--- config.mk ---
export PLATFORM = sky130hd
export DESIGN_NAME = wb_port_arbiter
export DESIGN_NICKNAME = d
export VERILOG_FILES = /design/src/rtl/wb_port_arbiter.sv
export SDC_FILE = /design/constraint.sdc
export NUM_CORES = 1
export LEC_CHECK = 0
export ABC_AREA = 1
export CAP_MARGIN = 20
export CELL_PAD_IN_SITES_DETAIL_PLACEMENT = 1
export CELL_PAD_IN_SITES_GLOBAL_PLACEMENT = 1
export CORE_MARGIN = 3
export CORE_UTILIZATION = 37
export CTS_CLUSTER_SIZE = 40
export DETAILED_ROUTE_END_ITERATION = 12
export PLACE_DENSITY = 0.92
export REMOVE_ABC_BUFFERS = 1
export SYNTH_ARGS = -nofsm -noshare
export SYNTH_HDL_FRONTEND = slang
export SYNTH_SLANG_ARGS = --single-unit
--- constraint.sdc ---
create_clock -name CLK -period 4.5 [get_ports CLK]
set_input_delay 0.9 -clock CLK [delete_from_list [all_inputs] [get_ports CLK]]
set_output_delay 0.9 -clock CLK [all_outputs]
set_load 0.01 [all_outputs]
--- src/rtl/wb_port_arbiter.sv ---
// Register-file write port arbiter: pipeline writeback vs a 2-entry MDU result queue.
// Latency: pipeline write registered at the next edge; MDU result no earlier than one edge after acceptance.
// Backpressure: MDU_READY drops when the queue is full; STALL_PIPE holds the pipeline while a starved MDU result is forced out.
//
// Ports:
//   CLK, RESET                        clock, asynchronous active-high reset
//   PIPE_WE/PIPE_ADDR/PIPE_DATA       pipeline writeback request (single cycle)
//   MDU_VALID/MDU_ADDR/MDU_DATA       MDU result, handshaked with MDU_READY
//   CHECK_ADDR_1/2, HAZARD_1/2        decode-stage hazard check against pending MDU writes
//   STALL_PIPE                        pipeline must hold its writeback this cycle
//   WRITE_EN/WRITE_ADDR/WRITE_DATA    registered register-file write port
module wb_port_arbiter #(
  parameter int MAX_WAIT = 4
) (
  input  logic        CLK,
  input  logic        RESET,
  input  logic        PIPE_WE,
  input  logic [4:0]  PIPE_ADDR,
  input  logic [31:0] PIPE_DATA,
  input  logic        MDU_VALID,
  input  logic [4:0]  MDU_ADDR,
  input  logic [31:0] MDU_DATA,
  output logic        MDU_READY,
  input  logic [4:0]  CHECK_ADDR_1,
  input  logic [4:0]  CHECK_ADDR_2,
  output logic        HAZARD_1,
  output logic        HAZARD_2,
  output logic        STALL_PIPE,
  output logic        WRITE_EN,
  output logic [4:0]  WRITE_ADDR,
  output logic [31:0] WRITE_DATA
);

  typedef enum logic [1:0] {IDLE, WAIT, FORCE} state_t;

  state_t      state, state_nxt;
  logic [1:0]  count, count_nxt;
  logic [3:0]  wait_cnt, wait_nxt;
  logic [4:0]  ent_addr [2];
  logic [31:0] ent_data [2];

  logic pipe_sel, pop, push;
  logic wr_idx;

  assign STALL_PIPE = (state == FORCE);
  // Readiness looks only at the current occupancy so it never depends on a same-cycle pop.
  assign MDU_READY  = !RESET && (count != 2'd2);

  assign pipe_sel = !STALL_PIPE && PIPE_WE && (PIPE_ADDR != 5'd0);
  assign pop      = !pipe_sel && (count != 2'd0);
  // x0 results complete the handshake but are dropped instead of queued.
  assign push     = MDU_VALID && MDU_READY && (MDU_ADDR != 5'd0);

  always_comb begin
    count_nxt = count;
    case ({push, pop})
      2'b10:   count_nxt = count + 2'd1;
      2'b01:   count_nxt = count - 2'd1;
      default: count_nxt = count;
    endcase

    // The counter measures how long the current head has been passed over.
    if (pop || count == 2'd0)
      wait_nxt = 4'd0;
    else
      wait_nxt = wait_cnt + 4'd1;

    if (count_nxt == 2'd0)
      state_nxt = IDLE;
    else if (wait_nxt == 4'(MAX_WAIT))
      state_nxt = FORCE;
    else
      state_nxt = WAIT;

    // Slot the new entry lands in, after any simultaneous pop has shifted the queue.
    wr_idx = ((count - {1'b0, pop}) != 2'd0);
  end

  always_comb begin
    HAZARD_1 = 1'b0;
    HAZARD_2 = 1'b0;
    if (CHECK_ADDR_1 != 5'd0)
      HAZARD_1 = (count != 2'd0 && ent_addr[0] == CHECK_ADDR_1) ||
                 (count == 2'd2 && ent_addr[1] == CHECK_ADDR_1) ||
                 (WRITE_EN && WRITE_ADDR == CHECK_ADDR_1);
    if (CHECK_ADDR_2 != 5'd0)
      HAZARD_2 = (count != 2'd0 && ent_addr[0] == CHECK_ADDR_2) ||
                 (count == 2'd2 && ent_addr[1] == CHECK_ADDR_2) ||
                 (WRITE_EN && WRITE_ADDR == CHECK_ADDR_2);
  end

  always_ff @(posedge CLK or posedge RESET) begin
    if (RESET) begin
      state       <= IDLE;
      count       <= 2'd0;
      wait_cnt    <= 4'd0;
      ent_addr[0] <= 5'd0;
      ent_addr[1] <= 5'd0;
      ent_data[0] <= 32'd0;
      ent_data[1] <= 32'd0;
      WRITE_EN    <= 1'b0;
      WRITE_ADDR  <= 5'd0;
      WRITE_DATA  <= 32'd0;
    end else begin
      state    <= state_nxt;
      count    <= count_nxt;
      wait_cnt <= wait_nxt;

      if (pipe_sel) begin
        WRITE_EN   <= 1'b1;
        WRITE_ADDR <= PIPE_ADDR;
        WRITE_DATA <= PIPE_DATA;
      end else if (pop) begin
        WRITE_EN   <= 1'b1;
        WRITE_ADDR <= ent_addr[0];
        WRITE_DATA <= ent_data[0];
      end else begin
        WRITE_EN   <= 1'b0;
      end

      // Head is always slot 0; a pop shifts slot 1 forward.
      if (pop) begin
        ent_addr[0] <= ent_addr[1];
        ent_data[0] <= ent_data[1];
      end
      if (push) begin
        ent_addr[wr_idx] <= MDU_ADDR;
        ent_data[wr_idx] <= MDU_DATA;
      end
    end
  end

endmodule

==> After elaboration in Yosys (flattened, before gate mapping) <==
Cells that the tools add are included.
{ "word_totals": {"ff_bits": 120, "input_bits": 88} }
{ "classes": {"n_addsub": 4, "magnitude_cmp": 2, "n_eq_ne": 12, "mux": 22, "n_bitwise": 1, "reduce_logical": 30} }
{ "op_table": {"columns": ["cell", "n"], "rows": [
  ["two-way mux 32 bit", 4],
  ["bitwise mux 64 bit", 1],
  ["two-way mux 64 bit", 1],
  ["demux 32 bit (select 1 bit)", 1],
  ["equality test 5 bit", 6],
  ["two-way mux 5 bit", 4],
  ["nonzero test 5 bit", 4],
  ["logical AND 1 bit", 13],
  ["bitwise mux 10 bit", 1],
  ["two-way mux 10 bit", 1],
  ["equality test 2 bit (second input constant)", 3],
  ["nonzero test 2 bit", 3],
  ["demux 5 bit (select 1 bit)", 1],
  ["logical OR 1 bit", 5],
  ["adder 4 x 1 -> 4 bit (second input constant)", 1],
  ["equality test 4 x 3 -> 1 bit (second input constant)", 1],
  ["zero test 2 bit", 2],
  ["two-way mux 1 bit", 4],
  ["two-way mux 2 bit", 2],
  ["two-way mux 4 bit", 1],
  ["case mux 2 bit (2 select lines)", 1],
  ["zero test 1 bit", 3],
  ["adder 2 x 1 -> 2 bit (second input constant)", 1],
  ["equality test 2 x 1 -> 1 bit (second input constant)", 1],
  ["other kinds (6)", 6]
]} }

==> Logic depth before layout (Yosys ltp) <==
{ "logic_depth": {"word_depth": 15, "ltp_mapped": 13, "mapped_depth_nobuf": 12} }

==> Least setup slack after synthesis <==
OpenSTA, ideal clock, no wires.
{ "synth_timing": {"path_type": "input-to-reg", "start": "input RESET", "end": "register state[0]", "setup_ps": 71, "arrival_time_ps": 5182, "required_ps": 4429, "slack_ps": -753, "cell_stages": 12, "cell_sequence": "inv_1 > nand3_2 > a21oi_4 > buf_6 > buf_2 > inv_1 > ha_1 > or2_2 > nand2_1 > xor2_1 > nor2_1 > nor2_1"} }
{ "synth_via": {"elab_chain_cells": 8, "elab_cells_between_ends": 9} }
{ "synth_lines": {"columns": ["item", "line", "source"], "rows": [
  ["from (decl)", "16", "input logic RESET,"],
  ["zero test 1 bit (no line) *", null, null],
  ["logical AND 1 bit *", "47", "assign MDU_READY = !RESET && (count != 2'd2);"],
  ["logical AND 1 bit * (2 in a row)", "52", "assign push = MDU_VALID && MDU_READY && (MDU_ADDR != 5'd0);"],
  ["equality test 2 x 1 -> 1 bit or equality test 2 bit (tied branches)", "56", "case ({push, pop})"],
  ["case mux 2 bit (2 select lines) *", "56", null],
  ["via count_nxt[1]", "37", "logic [1:0] count, count_nxt;"],
  ["zero test 2 bit *", "68", "if (count_nxt == 2'd0)"],
  ["two-way mux 2 bit *", "68", null],
  ["via state_nxt[0]", "36", "state_t state, state_nxt;"],
  ["to (signal assigned)", "105", "state <= state_nxt;"],
  ["to (decl)", "36", null]
]} }
The timed path passes the listed nets; every way through them passes the cells marked *.
A chain may end at the register's enable or synchronous reset.

==> Final worst setup path <==
{ "layout_timing": {"start": "input CHECK_ADDR_1[1]", "end": "output HAZARD_1"} }
{ "layout_via": {"elab_chain_cells": 5, "elab_cells_between_ends": 10} }
{ "layout_lines": {"columns": ["item", "line", "source"], "rows": [
  ["from (decl)", "24", "input logic [4:0] CHECK_ADDR_1,"],
  ["equality test 5 bit, on equally long branches", "83, 84", null],
  ["logical AND 1 bit, on equally long branches", "83, 84", null],
  ["logical OR 1 bit", "83", "HAZARD_1 = (count != 2'd0 && ent_addr[0] == CHECK_ADDR_1) ||"],
  ["logical OR 1 bit", "84", "(count == 2'd2 && ent_addr[1] == CHECK_ADDR_1) ||"],
  ["two-way mux 1 bit *", "82", "if (CHECK_ADDR_1 != 5'd0)"],
  ["to (decl)", "26", "output logic HAZARD_1,"]
]} }
Every way passes the cells marked *; elsewhere a longest branch is shown, timed or not.

==> results.md <==
- Outcome: finished clean
- Max-cap violation count: 0
- Worst slack, placed: 0.9483 ns
- Global-route wire length before repair: 33.62 mm
- Antenna viol nets, final: 0
- Crit-path leading delay family: buffers and inverters
- Crit path time final: 3.574 ns
- Area leader, netlist: sky130_fd_sc_hd__dfrtp_1
- Count of buffering cells on the critical path with inverters included: 4
- Leak: 4.196 nW
- VDD IR max: 0.0003239 V
- Total of warnings raised by yosys: 0
- Global placer's final weighted congestion: 0.8116
- Total number of vias: 6138
- Area used by multi-input combinational logic: 2781 um2
- Aggregate global routing overflow: 0
- Unrepaired setup endpoints after global routing: no
- Clock latency on the worst-skew pair: 0.42 ns
- Vias per std cell: 5.158
- Max-slew violation total from the final report: 0
- Cell count after placement: 1158
- Cell with the largest stage delay on the worst path: sky130_fd_sc_hd__clkdlybuf4s50_1
- Clock power frac: 0.286
- Synth Flop Type: sky130_fd_sc_hd__dfrtp_1
- Final period utilization: 0.7941
- Critical Path Source: CHECK_ADDR_1[1]
- Avg WL per Cell: 17.60 um
- Path category of the worst min-delay check: flop to flop
- Cell area after technology mapping: 6176 um2
- Number of buffers created by CTS: 17
- H-Tree Depth: 4
- Power density cells: 622.8 nW/um2
- Worst Path Max Fanout: 5
- Gate Count Post-Synth: 850
- IO Pins: 130
- Post-DP Area: 7585 um2
- DRC violation count after routing: 0
- Net switching component of the power: 0.001948 W
- Length of the first detailed-routing pass in iterations: 4
- Fraction of synthesized cell area taken by the top area cell type: 0.4862
- Arrival time of data at the critical path endpoint: 2.67 ns
- Distinct cell type count after synthesis: 26
- Top post-synthesis cells by count: sky130_fd_sc_hd__nand2_1, sky130_fd_sc_hd__nand3_1, sky130_fd_sc_hd__dfrtp_1, sky130_fd_sc_hd__nand4_1, sky130_fd_sc_hd__nor2_1
- Dominant cell by count in the synthesized netlist: sky130_fd_sc_hd__nand2_1
- Type of the setup path with the least slack: input pin to output pin
- Critical path, cell by cell: clkdlybuf4s50_1, inv_1, nand2_1, nand2_1, nor2_1, nand3_1, nand3_1, nand2_1, inv_1, clkdlybuf4s50_1
- Fin nets: 1051
- Maximum number of pins on one net before global-route repair: 63
- R2r worst-path depth: 8
- Violation count after the first detailed-routing iteration: 321
- DP Wirelength: 13.05 mm
- Worst hold path depth: 2
- Fmax: 279.8 MHz
- Sequential fraction of design power: 0.353
- Synthesized flop and latch total: 120
- Type of origin of the critical path: input pin
- TritonCTS clock tree: built
- Switching part of the total: 0.3801
- Synthesis-to-layout area growth: 33.27%
- Stages on the worst setup path: 10
- Clock-pin transition on the worst setup and hold timing paths: 0.05 ns
- Capturing element type of the critical path: output pin
- Vertical die dimension: 135.2 um
- Std-Cell Rows: 46
- Tightest Pin Transition: 0.9692 ns
- Fill cell instance count of the final layout: 2009
- Total number of clock tree sinks: 120
- Required time at the worst-slack endpoint: 3.60 ns
- Layout cells sized above 1: 0.06468
- Sum of routed wire length over all layers: 20.94 mm
- Setup Buffers After CTS: 0
- Avg Cell Area, Syn: 7.266 um2
- Effective utilization at floorplan: 0.3832
- Final standard cell count with taps included and fillers excluded: 1190
- Min setup slack post-route: 0.9264 ns
- Post-route cell area: 8230 um2
- Width of the chip: 135.2 um
- Source of the worst register-to-register timing path: count[1]
- Vias in the first global route: 6527
- Worst-case headroom to the max-slew limit: 0.3531
- Internal power: 0.003177 W
- Antenna diode count: 0
- Tot GR Track Use: 0.2331
- Sequential area share after synthesis: 0.4862
- Antenna violations before repair: 1
- Number of buffers on the longest clock path: 2
- Finish-stage setup viols: 0
- Most frequent cell on the critical path: sky130_fd_sc_hd__nand2_1
- Count of buffers inserted at the top-level ports: 129
- Die Outline Area: 18280 um2
- Hold-fix buffer count after cts: 0
- Root buffer selected by CTS: sky130_fd_sc_hd__clkbuf_16
- Post_cts resized: 0
- Share of synthesized registers carrying an async set or reset: 1.000
- Proportion of power drawn by combinational gates: 0.361
- Max stage delay on crit path: 0.56 ns
- Leading post-synthesis cells by cell area: sky130_fd_sc_hd__dfrtp_1, sky130_fd_sc_hd__nand2_1, sky130_fd_sc_hd__nand3_1
- Worst-case clock skew: 0.008431 ns
- Sequential standard cell area: 3003 um2
- Core occupancy in the finished layout: 0.5107
- Number of endpoints with negative hold slack in the final report: 0
- Core Box Area: 16120 um2
- Post-synth EDFFs: 0
[layout make-up]
class,instances,area share
Sequential cell,120,0.3649
Multi-Input combinational cell,642,0.3379
Timing Repair Buffer,141,0.1678
Clock buffer,25,0.06507
Tap cell,216,0.03284
Inverter,39,0.01809
Clock inverter,7,0.01338
[cells by family (layout without fill, tap and decap cells)]
kind of cell               after synthesis  in the layout  synth area share
AOI/OAI and AO/OA                        5              5          0.005876
xor gates and xnor gates                 4              4          0.005674
adders and majority gates                2              2          0.004051
buffers and inverters                   88            212           0.06584
DFF                                    120            120            0.4862
and+or+nand+nor                        631            631            0.4323
[power by group through the flow]
stage	Combinational, W	Clock (W)	Sequential [W]
3_5_place_dp	0.00184	0	0.00181
2_1_floorplan	0.00102	0	0.00178
3_3_place_gp	0.00175	0	0.00179
6_report	0.00185	0.00147	0.00181
5_1_grt	0.00208	0.00154	0.00186
4_1_cts	0.00187	0.00149	0.00181
[worst min-delay path: cells and delay by family, from the launching register on]
kind / cells / cell delay, ns
flops: 1 / 0.34
simple gates: 2 / 0.09
[layout by cell type (no fill, tap or decap), drive strengths merged]
master         synthesis  final
o21ai                  2      2
dfrtp                120    120
nand4                 37     37
nand3                127    127
nand3b                 1      1
xor2                   3      3
buf                   35     12
nor3                   3      3
clkbuf                14     25
xnor2                  1      1
clkinv                 0      4
clkdlybuf4s50          0    129
or2                    2      2
nand2                422    422
bufinv                 0      3
ha                     2      2
a21oi                  3      3
nor2                  39     39
inv                   39     39
[through the flow]
stage               total power, W  hold WS (ns)  TNS [ns]
detailed placement        0.003651        0.4590         0
global placement          0.003534        0.4543         0
CTS                       0.005168        0.4723         0
floorplan                 0.002802        0.4427    -99.12
global route              0.005480        0.4881         0
finish                    0.005126        0.4692         0
[per-layer routing]
layer	global-route usage	wire length, um	vias to the layer above	share of wire
met4	0.07615	420	2	0.020
met1	0.2832	8912	3015	0.43
met2	0.4112	10580	163	0.51
met3	0.05126	1006	36	0.048
met5	0	20	-	0.00095
li1	-	-	2922	-
[path summary, 6_finish.rpt]
kind / endpoint / slack [ns]
max: HAZARD_1 / 0.93
max in group asynchronous: WRITE_DATA[23] / 2.09
max reg2reg: ent_data[44] / 1.08
min in group asynchronous: count[0] / 1.13
min: flop / 0.47
min reg2reg: flop / 0.47
(Power assumes the default switching activity.)
